`src/rtl/dmem_arbiter_if.sv`:
```
// One master's request/response channel into the dmem arbiter.
// The master drives the request fields; the arbiter returns grant and load data.
interface dmem_arbiter_if;
    logic        req;
    logic        lock;
    logic [31:0] addr;
    logic        we;
    logic [31:0] wdata;
    logic [2:0]  mode;
    logic        gnt;
    logic        rvalid;
    logic [31:0] rdata;

    modport master (
        output req, lock, addr, we, wdata, mode,
        input  gnt, rvalid, rdata
    );

    modport slave (
        input  req, lock, addr, we, wdata, mode,
        output gnt, rvalid, rdata
    );
endinterface

```
`src/rtl/dmem_arbiter.sv`:
```
// Two-master round-robin arbiter for the shared data-memory port, with a bounded
// burst lock and routing of the one-cycle-latency load data back to its owner.
module dmem_arbiter #(
    parameter int MAX_LOCK = 8,
    parameter bit M0_FIRST = 1'b1
) (
    input  logic                 clk,
    input  logic                 reset_n,
    dmem_arbiter_if.slave        m0,
    dmem_arbiter_if.slave        m1,
    output logic [31:0]          dmem_address,
    output logic                 dmem_enable,
    output logic [31:0]          dmem_write_data,
    output logic                 dmem_write_enable,
    output logic [2:0]           dmem_write_mode,
    output logic                 dmem_read_enable,
    output logic [2:0]           dmem_read_mode,
    input  logic [31:0]          dmem_read_data,
    input  logic                 dmem_wait
);

    localparam logic [7:0] LOCK_MAX = 8'(MAX_LOCK);

    logic [1:0]  req;
    logic [1:0]  lock;
    logic [1:0]  we;
    logic [1:0]  gnt;
    logic [1:0]  rvalid;
    logic [31:0] addr  [2];
    logic [31:0] wdata [2];
    logic [2:0]  mode  [2];

    assign req  = {m1.req,  m0.req};
    assign lock = {m1.lock, m0.lock};
    assign we   = {m1.we,   m0.we};
    assign addr[0]  = m0.addr;
    assign addr[1]  = m1.addr;
    assign wdata[0] = m0.wdata;
    assign wdata[1] = m1.wdata;
    assign mode[0]  = m0.mode;
    assign mode[1]  = m1.mode;

    assign m0.gnt    = gnt[0];
    assign m1.gnt    = gnt[1];
    assign m0.rvalid = rvalid[0];
    assign m1.rvalid = rvalid[1];
    assign m0.rdata  = dmem_read_data;
    assign m1.rdata  = dmem_read_data;

    // prio_m0_reg=1 means M0 wins the next tie.
    logic       prio_m0_reg,    prio_m0_next;
    logic       lock_act_reg,   lock_act_next;
    logic       lock_owner_reg, lock_owner_next;
    logic [7:0] lock_cnt_reg,   lock_cnt_next;
    logic       pend_reg,       pend_next;
    logic       pend_id_reg,    pend_id_next;

    logic winner;
    logic any_req;
    logic accept;
    logic at_max;

    always_ff @(posedge clk) begin
        if (!reset_n) begin
            prio_m0_reg    <= M0_FIRST;
            lock_act_reg   <= 1'b0;
            lock_owner_reg <= 1'b0;
            lock_cnt_reg   <= 8'd0;
            pend_reg       <= 1'b0;
            pend_id_reg    <= 1'b0;
        end else begin
            prio_m0_reg    <= prio_m0_next;
            lock_act_reg   <= lock_act_next;
            lock_owner_reg <= lock_owner_next;
            lock_cnt_reg   <= lock_cnt_next;
            pend_reg       <= pend_next;
            pend_id_reg    <= pend_id_next;
        end
    end

    always_comb begin
        winner  = 1'b0;
        any_req = 1'b0;
        at_max  = (lock_cnt_reg == LOCK_MAX);
        if (lock_act_reg && req[lock_owner_reg]) begin
            any_req = 1'b1;
            // A saturated lock yields exactly one transfer to a waiting master.
            if (at_max && req[~lock_owner_reg])
                winner = ~lock_owner_reg;
            else
                winner = lock_owner_reg;
        end else if (req[0] ^ req[1]) begin
            any_req = 1'b1;
            winner  = req[1];
        end else if (req[0] && req[1]) begin
            any_req = 1'b1;
            winner  = !prio_m0_reg;
        end
        accept = any_req && !dmem_wait && reset_n;
    end

    always_comb begin
        prio_m0_next    = prio_m0_reg;
        lock_act_next   = lock_act_reg;
        lock_owner_next = lock_owner_reg;
        lock_cnt_next   = lock_cnt_reg;
        pend_next       = accept && !we[winner];
        pend_id_next    = winner;
        if (!dmem_wait) begin
            if (accept) begin
                prio_m0_next = winner;
                if (lock[winner]) begin
                    lock_act_next   = 1'b1;
                    lock_owner_next = winner;
                    if (lock_act_reg && lock_owner_reg == winner)
                        lock_cnt_next = at_max ? lock_cnt_reg : lock_cnt_reg + 8'd1;
                    else
                        lock_cnt_next = 8'd1;
                end else begin
                    lock_act_next = 1'b0;
                    lock_cnt_next = 8'd0;
                end
            end else begin
                // No accept without a stall means nobody, the owner included, is requesting.
                lock_act_next = 1'b0;
                lock_cnt_next = 8'd0;
            end
        end
    end

    genvar gi;
    generate
        for (gi = 0; gi < 2; gi++) begin : g_ch
            assign gnt[gi]    = accept && (winner == 1'(gi));
            assign rvalid[gi] = reset_n && pend_reg && (pend_id_reg == 1'(gi));
        end
    endgenerate

    always_comb begin
        dmem_enable       = 1'b0;
        dmem_write_enable = 1'b0;
        dmem_read_enable  = 1'b0;
        dmem_address      = 32'd0;
        dmem_write_data   = 32'd0;
        dmem_write_mode   = 3'd0;
        dmem_read_mode    = 3'd0;
        if (accept) begin
            dmem_enable       = 1'b1;
            dmem_write_enable = we[winner];
            dmem_read_enable  = !we[winner];
            dmem_address      = addr[winner];
            dmem_write_data   = wdata[winner];
            dmem_write_mode   = mode[winner];
            dmem_read_mode    = mode[winner];
        end
    end

endmodule

```
`src/flat_wrapper.sv`:
```
// flat-port wrapper written by rule: the top's interface ports become plain ports
module dmem_arbiter_flat 
#(
    parameter int MAX_LOCK = 8,
    parameter bit M0_FIRST = 1'b1
)
  (clk, reset_n, dmem_address, dmem_enable, dmem_write_data, dmem_write_enable, dmem_write_mode, dmem_read_enable, dmem_read_mode, dmem_read_data, dmem_wait, m0_req, m0_lock, m0_addr, m0_we, m0_wdata, m0_mode, m0_gnt, m0_rvalid, m0_rdata, m1_req, m1_lock, m1_addr, m1_we, m1_wdata, m1_mode, m1_gnt, m1_rvalid, m1_rdata);
  dmem_arbiter_if m0_i ();
  dmem_arbiter_if m1_i ();
  input  logic clk;
  input  logic reset_n;
  output logic [31:0] dmem_address;
  output logic dmem_enable;
  output logic [31:0] dmem_write_data;
  output logic dmem_write_enable;
  output logic [2:0] dmem_write_mode;
  output logic dmem_read_enable;
  output logic [2:0] dmem_read_mode;
  input  logic [31:0] dmem_read_data;
  input  logic dmem_wait;
  input wire logic [$bits(m0_i.req)-1:0] m0_req;
  input wire logic [$bits(m0_i.lock)-1:0] m0_lock;
  input wire logic [$bits(m0_i.addr)-1:0] m0_addr;
  input wire logic [$bits(m0_i.we)-1:0] m0_we;
  input wire logic [$bits(m0_i.wdata)-1:0] m0_wdata;
  input wire logic [$bits(m0_i.mode)-1:0] m0_mode;
  output wire logic [$bits(m0_i.gnt)-1:0] m0_gnt;
  output wire logic [$bits(m0_i.rvalid)-1:0] m0_rvalid;
  output wire logic [$bits(m0_i.rdata)-1:0] m0_rdata;
  input wire logic [$bits(m1_i.req)-1:0] m1_req;
  input wire logic [$bits(m1_i.lock)-1:0] m1_lock;
  input wire logic [$bits(m1_i.addr)-1:0] m1_addr;
  input wire logic [$bits(m1_i.we)-1:0] m1_we;
  input wire logic [$bits(m1_i.wdata)-1:0] m1_wdata;
  input wire logic [$bits(m1_i.mode)-1:0] m1_mode;
  output wire logic [$bits(m1_i.gnt)-1:0] m1_gnt;
  output wire logic [$bits(m1_i.rvalid)-1:0] m1_rvalid;
  output wire logic [$bits(m1_i.rdata)-1:0] m1_rdata;
  assign m0_i.req = m0_req;
  assign m0_i.lock = m0_lock;
  assign m0_i.addr = m0_addr;
  assign m0_i.we = m0_we;
  assign m0_i.wdata = m0_wdata;
  assign m0_i.mode = m0_mode;
  assign m0_gnt = m0_i.gnt;
  assign m0_rvalid = m0_i.rvalid;
  assign m0_rdata = m0_i.rdata;
  assign m1_i.req = m1_req;
  assign m1_i.lock = m1_lock;
  assign m1_i.addr = m1_addr;
  assign m1_i.we = m1_we;
  assign m1_i.wdata = m1_wdata;
  assign m1_i.mode = m1_mode;
  assign m1_gnt = m1_i.gnt;
  assign m1_rvalid = m1_i.rvalid;
  assign m1_rdata = m1_i.rdata;
  dmem_arbiter #(.MAX_LOCK(MAX_LOCK), .M0_FIRST(M0_FIRST)) u_core (.clk(clk), .reset_n(reset_n), .m0(m0_i), .m1(m1_i), .dmem_address(dmem_address), .dmem_enable(dmem_enable), .dmem_write_data(dmem_write_data), .dmem_write_enable(dmem_write_enable), .dmem_write_mode(dmem_write_mode), .dmem_read_enable(dmem_read_enable), .dmem_read_mode(dmem_read_mode), .dmem_read_data(dmem_read_data), .dmem_wait(dmem_wait));
endmodule
```
`config.mk`:
```
export PLATFORM = sky130hd
export DESIGN_NAME = dmem_arbiter_flat
export DESIGN_NICKNAME = d
export VERILOG_FILES = /design/src/rtl/dmem_arbiter_if.sv /design/src/rtl/dmem_arbiter.sv /design/src/flat_wrapper.sv
export SDC_FILE = /design/constraint.sdc
export NUM_CORES = 1
export LEC_CHECK = 0
export CAP_MARGIN = 25
export CORE_AREA = 10 10 115 117
export DETAILED_ROUTE_END_ITERATION = 10
export DIE_AREA = 0 0 125 127
export PLACE_DENSITY = 0.77
export SKIP_CTS_REPAIR_TIMING = 1
export SLEW_MARGIN = 10
export SYNTH_ARGS = -nofsm -noshare
export SYNTH_HDL_FRONTEND = slang
export SYNTH_SLANG_ARGS = --single-unit
```
`constraint.sdc`:
```
create_clock -name clk -period 4.1 [get_ports clk]
set_input_delay 0.82 -clock clk [delete_from_list [all_inputs] [get_ports clk]]
set_output_delay 0.82 -clock clk [all_outputs]
set_load 0.03 [all_outputs]
```
# [After elaboration in Yosys (flattened, before gate mapping)]
# Cells that the tools add are included.
[classes] n_addsub=1 magnitude_cmp=4 n_eq_ne=3 n_mux=36 bitwise=6 reduce_logical=18
[ops] cell="32-bit two-way mux" count=8
[ops] cell="8-bit two-way mux" count=4
[ops] cell="1-bit two-way mux" count=20
[ops] cell="1-bit logical AND" count=12
[ops] cell="3-bit two-way mux" count=4
[ops] cell="8-bit by 1-bit adder with 8-bit output (second input constant)" count=1
[ops] cell="8-bit by 4-bit == test with 1-bit output (second input constant)" count=1
[ops] cell="1-bit by 2-bit < comparator with 1-bit output (second input constant)" count=3
[ops] cell="4-bit inequality test (second input constant)" count=1
[ops] cell="1-bit NOT" count=4
[ops] cell="2-bit AND reduction" count=2
[ops] cell="1-bit zero test" count=3
[ops] cell="3-bit AND reduction" count=1
[ops] cell="2-bit >= comparator (second input constant)" count=1
[ops] cell="1-bit NOT with 2-bit output" count=1
[ops] cell="1-bit == test" count=1
[ops] cell="1-bit XOR" count=1
[totals] reg_bits=13 input_bits=175 out_inout_bits=141 wordCells=74

# [Logic depth before layout (Yosys ltp)]
# Gate-level depths: netlist of the first run.
[depth] ltp_word=11 mapped_depth=11 ltp_nobuf=8

# [Worst setup path after synthesis of the first run]
# Ideal clock, no wire load.
[synth_timing] path_kind="input-to-output" start="input port m1_req" end="output port dmem_write_mode[0]" arrival_time_ns=2.898 required_time_ns=3.280 setup_slack_ns=0.382 stages=9 n_path_buf=3 cell_sequence="inv_1 > ha_1 > o221a_2 > a211oi_4 > buf_4 > buf_4 > nand2_1 > a21oi_1 > buf_4"
[synth_between] elab_chain_cells=10 elab_cells_between_ends=22 cone_classes="mux (15); bitwise (2); reduce/logical (5)"
[synth_lines] item="from (decl)" line="flat_wrapper.sv:30" source="input wire logic [$bits(m1_i.req)-1:0] m1_req;"
[synth_lines] item="1-bit two-way mux (implied by the code) (2 in series)" line="dmem_arbiter.sv:88" source="if (at_max && req[~lock_owner_reg])"
[synth_lines] item="1-bit logical AND" line="dmem_arbiter.sv:88"
[synth_lines] item="1-bit two-way mux" line="dmem_arbiter.sv:88"
[synth_lines] item="1-bit two-way mux" line="dmem_arbiter.sv:85" source="if (lock_act_reg && req[lock_owner_reg]) begin"
[synth_lines] item="1-bit NOT with 2-bit output"
[synth_lines] item="3-bit two-way mux (3 in series)"
[synth_lines] item="3-bit two-way mux (*)"
[synth_lines] item="to (decl)" line="flat_wrapper.sv:16" source="output logic [2:0] dmem_write_mode;"
# Mark *: on every way between the ends. The rest lies on a longest branch, timed or not. The select of a mux whose other input is x is not followed.

# [Final worst setup path of the first run]
[layout_timing] start="input port m0_req" end="output port dmem_address[16]"
[layout_between] elab_chain_cells=10 elab_cells_between_ends=22 cone_classes="mux (15); bitwise (2); reduce/logical (5)"
[layout_lines] item="from (decl)" line="flat_wrapper.sv:21" source="input wire logic [$bits(m0_i.req)-1:0] m0_req;"
[layout_lines] item="1-bit two-way mux (implied by the code) (2 in series)" line="dmem_arbiter.sv:88"
[layout_lines] item="1-bit logical AND" line="dmem_arbiter.sv:88"
[layout_lines] item="1-bit two-way mux" line="dmem_arbiter.sv:88"
[layout_lines] item="1-bit two-way mux" line="dmem_arbiter.sv:85"
[layout_lines] item="1-bit NOT with 2-bit output (implied by the code)" line="dmem_arbiter.sv:151" source="dmem_address = addr[winner];"
[layout_lines] item="32-bit two-way mux (implied by the code) (3 in series)" line="dmem_arbiter.sv:151"
[layout_lines] item="32-bit two-way mux (*)" line="dmem_arbiter.sv:147" source="if (accept) begin"
[layout_lines] item="to (decl)" line="flat_wrapper.sv:12" source="output logic [31:0] dmem_address;"
# Marks and branches as above.

==> impl_metrics.toml, run 1 <==
[detailed_routing]
num_vias = 3069
firstDrtPassIters = 4
dr_wl_met3_um = 1400
wl_per_cell_um = 17.3
first_iter_violations = 140
dr.max_layer_used = "met5"
wl_um = 11800
route.detailed.drc = 0
ant_nets = 0
met2_length_um = 6020
wl_met1_um = 4240
vias_per_cell = 4.47

[synthesis]
yosys_register_bits = 13
syn_area_per_cell_sq_um = 5.84
syn_area_sq_mm = 0.00236
synth_cell_types = 39
synth_nets = 583
synth_edf_count = 0
synth_top_cell_by_area = "buf_4"
synth_top_cell_area_share_pct = 23.9
yosysSeqAreaShare_pct = 11.0
yosys-top-cells-count = "147 x nand2_1, 75 x buf_4, 68 x a21oi_1"
synthTopCellsByArea = "buf_4 24%, nand2_1 23%, a21oi_1 14%"
synthArstFlopShare_pct = 0
postSynthCellCount = 404
ys.flop_type = "dfxtp_1"
synthMostInstantiatedCell = "nand2_1"
ys_warn_count = 0

[pwr]
p_leak_nw = 1.80
total_power_uw = 796
p_per_area_mw_per_mm2 = 193
ir_drop_mv = 0.225

[critical_path]
cp.buffers_inverters = 4
crit_fanout = 31
startpoint = "m0_req"
required_ns = 3.28
worstSetupEndpointType = "primary output"
critPathArrivalTime_ns = 3.07
worst_path_largest_cell_delay_ns = 0.54
crit_family = "buffers and inverters"
critPathLaunchType = "primary input"
path_depth = 9
ff2ff_setup_slack_ns = 1.54
path_cells = "clkdlybuf4s50_1 > inv_1 > ha_1 > o221a_2 > a211oi_4 > buf_4 > nand2_1 > a21oi_1 > buf_12"
worst_path_max_delay_cell = "clkdlybuf4s50_1"
crit_type = "in -> out"
r2r-start = "u_core.lock_cnt_reg[0]"
rr_worst_depth = 11

[floorplan]
start_util_pct = 21.2
io_pins = 316
dieArea_sq_mm = 0.0159
die_h_um = 127
core_sq_mm = 0.0111
die-width_um = 125
fp-row-count = 39

[clock_tree]
clock-sinks = 13
clock_latency_ns = 0.24
clk_pin_slew_worst_paths_ns = 0.05
clockBufferDepth = 2
root_buffer = "clkbuf_16"
cts_buffers = 3
htree_levels = 1
cts_tree = "done"

[grt]
grt_pass1_wl_um = 17700
grt_overflow_total = 0
grt_max_degree = 44
antenna_found_initial = 1
grt_pass1_vias = 2995
grt_use_total_pct = 13.3

[flow_run]
cap_violations = 0

[cells_and_area]
drive_gt1_share_pct = 17.3
antenna_cells = 0
fillers = 1191
final_area_sq_mm = 0.00412
area_delta_synth_final_pct = 74.8
largest_reg_flops = 8
finalNetCount = 723

[sta]
tightest_slew_ns = 0.450
slew_viol_final = 0
timing.final.crit_share_pct = 94.8
period_minus_slack_ns = 3.89
setup-tns-final_ns = 0
hold_viol_final = 0
setup_violations = 0
fmax_ghz = 0.257
max-slew-margin-rel_pct = 69.8
rsz0062_at_grt = "no"
clock_skew_ns = 0.00524

[worst_hold_path]
hold_class = "reg -> reg"
min_from = "u_core.prio_m0_reg"
holdPathStages = 2

[placement]
gp_congestion = 0.899
hpwlAfterDp_um = 9910
placed_cell_area_sq_mm = 0.00404
numPortBuffers = 219

[status]
status = "finished clean"
final timing paths:
| kind | endpoint |
|---|---|
| worst min register to register | u_core.prio_m0_reg |
| worst max register to register | u_core.lock_cnt_reg[7] |
| worst max-delay path | dmem_address[16] |
| worst min-delay path | u_core.prio_m0_reg |
power breakdown:
| group | total (mW) | switching [mW] | internal (mW) |
|---|---|---|---|
| Combinational | 0.475 | 0.241 | 0.234 |
| Sequential | 0.134 | 0.00348 | 0.131 |
| Clock | 0.186 | 0.0544 | 0.131 |
| Total | 0.796 | 0.299 | 0.497 |
stage by stage:
step	worst slack, ns	util, %	hold WS, ns	instances
finish	0.214	37.1	0.472	686
global route	0.107	37.1	0.490	686
CTS	0.125	37.0	0.477	686
detailed placement	0.133	36.3	0.470	682
global placement	0.154	36.3	0.457	682
floorplan	0.382	-	0.435	404
routing by layer:
metal  vias up  track usage (%)
met4         2             2.37
met1      1287             14.5
met5         -                0
met3        29             5.79
li1       1540                -
met2       211             23.9
worst reg2reg max path: cells and delay by family (launching register included):
family,cells,cell delay [ns]
AO/OA/AOI/OAI,2,0.49
adder cells (fa/ha/maj),1,0.19
buffers and inverters,4,0.59
flip-flops,1,0.40
multiplexers,1,0.22
AND/OR/NAND/NOR,3,0.57
layout make-up:
class / instances / area, sq um / share of cell area [%]
sequential: 13 / 260 / 6.31
multi-input combinational: 289 / 1430 / 34.6
tap: 143 / 179 / 4.34
clock buffer: 4 / 78.8 / 1.91
timing repair buffer: 229 / 2150 / 52.1
inverter: 8 / 30.0 / 0.728
kinds of logic (layout without fill, tap and decap cells):
group,count (synthesis),count (layout),synth area share (%)
buffers and inverters,102,241,28.6
AOI/OAI and AO/OA,96,96,23.9
DFF,13,13,11.0
adders and majority gates,4,4,2.12
muxes,4,4,1.70
and+or+nand+nor,185,185,32.7
cell usage in the layout, fill, tap and decap left out, types with 6 or more instances in the layout:
master and n:
inv_1 8, dfxtp_1 13, nand2_1 146, nor2_1 6, and2_1 6, buf_4 79
nor3_1 7, a21oi_1 68, and3_1 6, clkdlybuf4s50_1 143
Note: power is estimated with default switching activity, not from simulation.
==> inputs of run 2 (changes only) <==
--- a/config.mk
+++ b/config.mk
@@ -7,6 +7,7 @@
 export LEC_CHECK = 0
 export CAP_MARGIN = 25
 export CORE_AREA = 10 10 115 117
+export CTS_CLUSTER_DIAMETER = 100
 export DETAILED_ROUTE_END_ITERATION = 10
 export DIE_AREA = 0 0 125 127
 export PLACE_DENSITY = 0.77
==> results of run 2 <==
Final layout, timing and power as in run 1 (identical DEF).
